<file path="src/rtl/serial_twos_comp_mc.sv">
// Multi-lane, word-framed, bit-serial two's-complement unit.
// Each lane passes or negates its LSB-first word; flags ovf and framing errors.
module serial_twos_comp_mc #(
  parameter int CH     = 4,
  parameter int WORD_W = 8
) (
  input  logic          t_clk,
  input  logic          r,
  input  logic          in_valid,
  input  logic          in_first,
  input  logic [CH-1:0] i,
  input  logic [CH-1:0] neg,
  output logic [CH-1:0] y,
  output logic          out_valid,
  output logic          out_first,
  output logic          out_last,
  output logic [CH-1:0] ovf,
  output logic          frame_err
);

  localparam int CW = $clog2(WORD_W);
  localparam logic [CW-1:0] LAST = CW'(WORD_W - 1);

  typedef enum logic {IDLE, ACTIVE} state_t;

  state_t        state_q, state_d;
  logic [CW-1:0] cnt_q, cnt_d;
  logic [CH-1:0] seen_q, seen_d;
  logic [CH-1:0] neg_q, neg_d;

  logic [CH-1:0] y_q, y_d;
  logic          out_valid_q, out_valid_d;
  logic          out_first_q, out_first_d;
  logic          out_last_q, out_last_d;
  logic [CH-1:0] ovf_q, ovf_d;
  logic          frame_err_q, frame_err_d;

  logic          fb, act, accept, stray, early, is_last;
  logic [CW-1:0] pos;
  logic [CH-1:0] neg_eff, seen_eff;

  // Beat classification; a first beat restarts the word at position 0
  always_comb begin
    fb       = in_valid & in_first;
    act      = (state_q == ACTIVE);
    accept   = fb | (in_valid & act);
    stray    = in_valid & ~in_first & ~act;
    early    = fb & act & (cnt_q != '0);
    pos      = fb ? '0 : cnt_q;
    is_last  = accept & (pos == LAST);
    neg_eff  = fb ? neg : neg_q;
    seen_eff = fb ? '0 : seen_q;
  end

  // State, bit counter and per-lane "seen a 1" tracking
  always_ff @(posedge t_clk or posedge r) begin
    if (r) begin
      state_q <= IDLE;
      cnt_q   <= '0;
      seen_q  <= '0;
      neg_q   <= '0;
    end else begin
      state_q <= state_d;
      cnt_q   <= cnt_d;
      seen_q  <= seen_d;
      neg_q   <= neg_d;
    end
  end

  // Next-state: gaps hold everything, a completed word returns to IDLE
  always_comb begin
    state_d = state_q;
    cnt_d   = cnt_q;
    seen_d  = seen_q;
    neg_d   = neg_q;
    if (fb) begin
      state_d = ACTIVE;
      cnt_d   = CW'(1);
      neg_d   = neg;
      seen_d  = i;
    end else if (accept) begin
      seen_d = seen_q | i;
      if (cnt_q == LAST) begin
        state_d = IDLE;
        cnt_d   = '0;
      end else begin
        cnt_d = cnt_q + CW'(1);
      end
    end
  end

  // Outputs: copy up to the first 1, invert afterwards on negating lanes
  always_comb begin
    y_d         = accept ? (i ^ (neg_eff & seen_eff)) : y_q;
    out_valid_d = accept;
    out_first_d = fb;
    out_last_d  = is_last;
    ovf_d       = is_last ? (neg_eff & i & ~seen_eff) : '0;
    frame_err_d = stray | early;
  end

  // Registered outputs
  always_ff @(posedge t_clk or posedge r) begin
    if (r) begin
      y_q         <= '0;
      out_valid_q <= 1'b0;
      out_first_q <= 1'b0;
      out_last_q  <= 1'b0;
      ovf_q       <= '0;
      frame_err_q <= 1'b0;
    end else begin
      y_q         <= y_d;
      out_valid_q <= out_valid_d;
      out_first_q <= out_first_d;
      out_last_q  <= out_last_d;
      ovf_q       <= ovf_d;
      frame_err_q <= frame_err_d;
    end
  end

  assign y         = y_q;
  assign out_valid = out_valid_q;
  assign out_first = out_first_q;
  assign out_last  = out_last_q;
  assign ovf       = ovf_q;
  assign frame_err = frame_err_q;

endmodule

</file>
<file path="config.mk">
export PLATFORM = sky130hd
export DESIGN_NAME = serial_twos_comp_mc
export DESIGN_NICKNAME = d
export VERILOG_FILES = /design/src/rtl/serial_twos_comp_mc.sv
export SDC_FILE = /design/constraint.sdc
export NUM_CORES = 1
export LEC_CHECK = 0
export ABC_AREA = 1
export CORE_MARGIN = 3
export CORE_UTILIZATION = 40
export CTS_CLUSTER_DIAMETER = 60
export DETAILED_ROUTE_END_ITERATION = 16
export PLACE_DENSITY = 0.67
export SLEW_MARGIN = 5
export SYNTH_ARGS = -nofsm -noshare
export SYNTH_HDL_FRONTEND = slang
export SYNTH_SLANG_ARGS = --single-unit
export TNS_END_PERCENT = 30
</file>
<file path="constraint.sdc">
create_clock -name t_clk -period 1 [get_ports t_clk]
set_input_delay 0.15 -clock t_clk [delete_from_list [all_inputs] [get_ports t_clk]]
set_output_delay 0.15 -clock t_clk [all_outputs]
set_load 0.005 [all_outputs]
</file>
# [After elaboration in Yosys (flattened, before gate mapping)]
# Cells that the tools add are included.
[classes] eq_ne=2 muxes=12 bitwise_logic=17 addsub=1 reduce_logical=4
[op_table] op="two-way mux 4 bit" n=5
[op_table] op="bitwise AND 4 bit" n=3
[op_table] op="two-way mux 3 bit" n=4
[op_table] op="bitwise AND 1 bit" n=7
[op_table] op="== test 3 bit, second input constant" n=2
[op_table] op="inverter 4 bit" n=1
[op_table] op="bitwise OR 4 bit" n=1
[op_table] op="nonzero test 2 bit" n=2
[op_table] op="XOR 4 bit" n=1
[op_table] op="adder 3 x 1 -> 3 bit, second input constant" n=1
[op_table] op="two-way mux 1 bit" n=3
[op_table] op="nonzero test 3 bit" n=1
[op_table] op="inverter 1 bit" n=2
[op_table] op="bitwise OR 1 bit" n=2
[op_table] op="AND reduction 2 bit" n=1
[totals] out_inout_bits=12 wordCells=46 inputBits=12 register_bits=24

# [Logic depth before layout (Yosys ltp)]
[depth] ltp_word=5 mapped_depth=6

# [Least setup slack after synthesis]
# OpenSTA, ideal clock, no wires.
[synth_timing] path_kind="flip-flop to flip-flop" startpoint="register cnt_q[0]" endpoint="register cnt_q[2]" arrival_time_ps=964 required_time_ps=874 path_slack_ps=-90 stages_incl_launch_ff=5 period_less_slack_ps=1090 cell_sequence="dfrtp_1 ha_1 ha_1 nand3_1 o21ai_0"
[synth_via] elab_chain_cells=4
[synth_rtl] item="start: declaration" line_no="27" text="logic [CW-1:0] cnt_q, cnt_d;"
[synth_rtl] item="start signal: assignment" line_no="64" text="cnt_q <= cnt_d;"
[synth_rtl] item="adder 3 x 1 -> 3 bit / == test 3 bit (equally long branches)" line_no="87, 83"
[synth_rtl] item="two-way mux 3 bit *" line_no="83" text="if (cnt_q == LAST) begin"
[synth_rtl] item="two-way mux 3 bit *" line_no="81" text="end else if (accept) begin"
[synth_rtl] item="two-way mux 3 bit *" line_no="76" text="if (fb) begin"
# Every way passes the cells marked *; elsewhere a longest branch is shown, timed or not. The select of a mux whose other input is x is not followed.
# A chain may end at the register's enable or synchronous reset.

# [Final worst setup path]
# Ends and elaborated chain as after synthesis.

==> results.ini <==
[outcome]
status = finished, violations left
violations = negative setup slack

[synth]
ys_seq_area_share_pct = 55.4
syn_area_sq_mm = 0.00108
yosysWarnings = 0
ys_types = 15
synth.net_count = 141
synth.avg_cell_area_sq_um = 8.60
ys_ff_latch = 24
syn_inst = 126
synthTopCellsByArea = dfrtp_1 55%, nand2_1 14%, nand3_1 6.5%
netlist.area_leader.share_pct = 55.4
yosysTopAreaCell = dfrtp_1

[die]
start_util_pct = 43.0
die_h_um = 58.0
die_x_um = 58.0
num_io_pins = 24
core_region_area_sq_mm = 0.00252
rows = 18
dieArea_sq_mm = 0.00337

[worst_setup_path]
cp.required_ps = 1260
crit_type = reg2reg
r2r_cells = 4
cp_slowest_stage_delay_ps = 430
r2r_end = cnt_q[2]$_DFFE_PP0P_
cp-end-kind = register
reg2reg_from = cnt_q[0]$_DFFE_PP0P_
reg2reg_slack_ps = -90
critical-path-top-delay-family = adder cells
cp_num_buf_inv = 0
critPathArrivalTime_ps = 1350
startpoint_type = register
crit_slowest_cell = dfrtp_1
worstPathCellList = ha_2, ha_4, nand3_2, o21ai_1
path_max_fanout = 4

[route]
viasPerCell = 4.80
routed.top_layer = met4
vias = 922
drt_iter0_drc = 28
postRouteWirelength_um = 2370
route.met2.wl_um = 1050
route.detailed.drc = 0
first_pass_iters = 4
wire_per_inst_um = 12.3
wl_met3_um = 174
ant_nets = 0
m1WireLength_um = 1130

[power]
comb_power_share_pct = 28.8
p_leak_uw = 0.000790
swShare_pct = 30.7
internal_power_uw = 1680
power_uw = 2420
power.switching_uw = 744
p_per_area_mw_per_mm2 = 1630
p_seq_share_pct = 50.2
irDropWorstVdd_mv = 1.21
p_clk_share_pct = 21.1

[cts]
cts_tree = done
cts_num_sinks = 24
clock_path_buffers = 2
htreeDepth = 1
clk_pin_slew_ps = 130
ctsHoldBuffers = 0
clkLatencyLatePin_ps = 320
root_buffer = clkbuf_4
numCtsBuffers = 3

[timing]
tightest_slew_ps = 253
timing_max_transition_violations_final = 0
period_share_pct = 109
slew_headroom_pct = 83.1
whs_ps = 101
worst_slack_ps = -90.0
final.min_clock_period_ps = 1090
finalHoldViolCount = 0
finalSetupViolations = 7
grt_setup_unrepaired = yes
fmax_mhz = 917
setup-tns-final_ps = -291
fin_skew_ps = 3.94

[placed_design]
io_buffers = 23
dp.cells = 185
dpl.hpwl_um = 1650
place.gp.congestion = 0.766

[finish]
area_growth_pct = 37.1
drive_above_1_share_pct = 27.8
final_common_cell = nand2_1
instances_no_fill = 192
fin_nets = 178
nFillCells = 239
fin_util_pct = 58.9
final_cell_mix = 38 x nand2_1, 24 x dfrtp_1, 13 x inv_1, 12 x nand3_1, 9 x clkdlybuf4s50_1
antennaDiodeCount = 0

[global_routing]
antenna_found_initial = 0
grt_usage_pct = 16.0
grt_pass1_vias = 968
grt_pass1_wl_um = 4100
grt_remaining_overflow = 0
grt_max_degree = 25

[job]
drv_cap = 0

[worst_hold_path]
hold_path_class = in2reg
holdPathStages = 2
hold_start = in_first
whs_endpoint = frame_err$_DFF_PP0_

-- area by class of cell --
| type | count | area (sq um) | area share (%) |
|---|---|---|---|
| timing repair buffer | 35 | 294 | 19.8 |
| clock buffer | 4 | 36.3 | 2.44 |
| inverter | 17 | 66.3 | 4.47 |
| sequential | 24 | 601 | 40.4 |
| tap | 30 | 37.5 | 2.53 |
| multi-input combinational | 82 | 450 | 30.3 |
-- power by group through the flow --
stage	Sequential, uW	Combinational (uW)	Clock [uW]
after floorplan	1220	352	0
after global placement	1230	629	0
after detailed placement	1230	632	0
after CTS	1210	635	544
after global routing	1240	795	572
final	1210	697	510
-- sequential cells by signal, summed over array words and instances, names as in the netlist --
register	flops
neg_q	4
ovf	4
seen_q	4
y	4
cnt_q	3
act	1
frame_err	1
out_first	1
out_last	1
out_valid	1
-- layer usage --
metal / up-vias / GRT usage [%]
li1: 470 / -
met1: 420 / 20.7
met4: 0 / 6.29
met2: 30 / 24.5
met5: - / 0
met3: 2 / 5.57
-- cells by family after synthesis --
| kind of cell | count (synthesis) | synth area share, % |
|---|---|---|
| AOI/OAI and AO/OA | 13 | 6.24 |
| and+or+nand+nor | 66 | 25.4 |
| adders and majority gates | 3 | 3.46 |
| buffers and inverters | 20 | 9.47 |
| DFF | 24 | 55.4 |
-- how the worst max path moves through the flow --
stage / startpoint / endpoint / slack [ps] / depth (start not counted)
after global placement: in_valid / y[1]$_DFFE_PP0P_ / -420 / 6
after global routing: cnt_q[0]$_DFFE_PP0P_ / cnt_q[0]$_DFFE_PP0P_ / -150 / 5
after floorplan: cnt_q[0]$_DFFE_PP0P_ / cnt_q[2]$_DFFE_PP0P_ / -20 / 4
final: cnt_q[0]$_DFFE_PP0P_ / cnt_q[2]$_DFFE_PP0P_ / -90 / 4
after detailed placement: in_valid / y[0]$_DFFE_PP0P_ / -450 / 6
after CTS: y[2]$_DFFE_PP0P_ / y[2] / -100 / 1
-- repair_timing --
| action | 4_1_cts | 5_1_grt |
|---|---|---|
| setup buffers | 0 | 3 |
| resized for setup | 48 | 18 |
| pin swaps | 2 | 12 |
| setup endpoints to repair | 29 | 27 |
-- Yosys cell counts --
| cell type | n |
|---|---|
| nand2_1 | 41 |
| dfrtp_1 | 24 |
| inv_1 | 15 |
| nand3_1 | 14 |
| nor2_1 | 7 |
| a21oi_1 | 6 |
| o21ai_0 | 4 |
| ha_1 | 3 |
| clkbuf_8 | 2 |
| inv_2 | 2 |
| nand2_2 | 2 |
| nand4_1 | 2 |
| o21ai_1 | 2 |
| buf_6 | 1 |
| o31ai_1 | 1 |
-- per-stage QoR --
step                cell area, sq um  setup slack, ps
CTS                             1450            -95.3
finish                          1490            -90.0
global route                    1490             -146
floorplan                       1100            -17.0
detailed placement              1420             -453
global placement                1420             -423
Note: power is estimated with default switching activity, not from simulation.
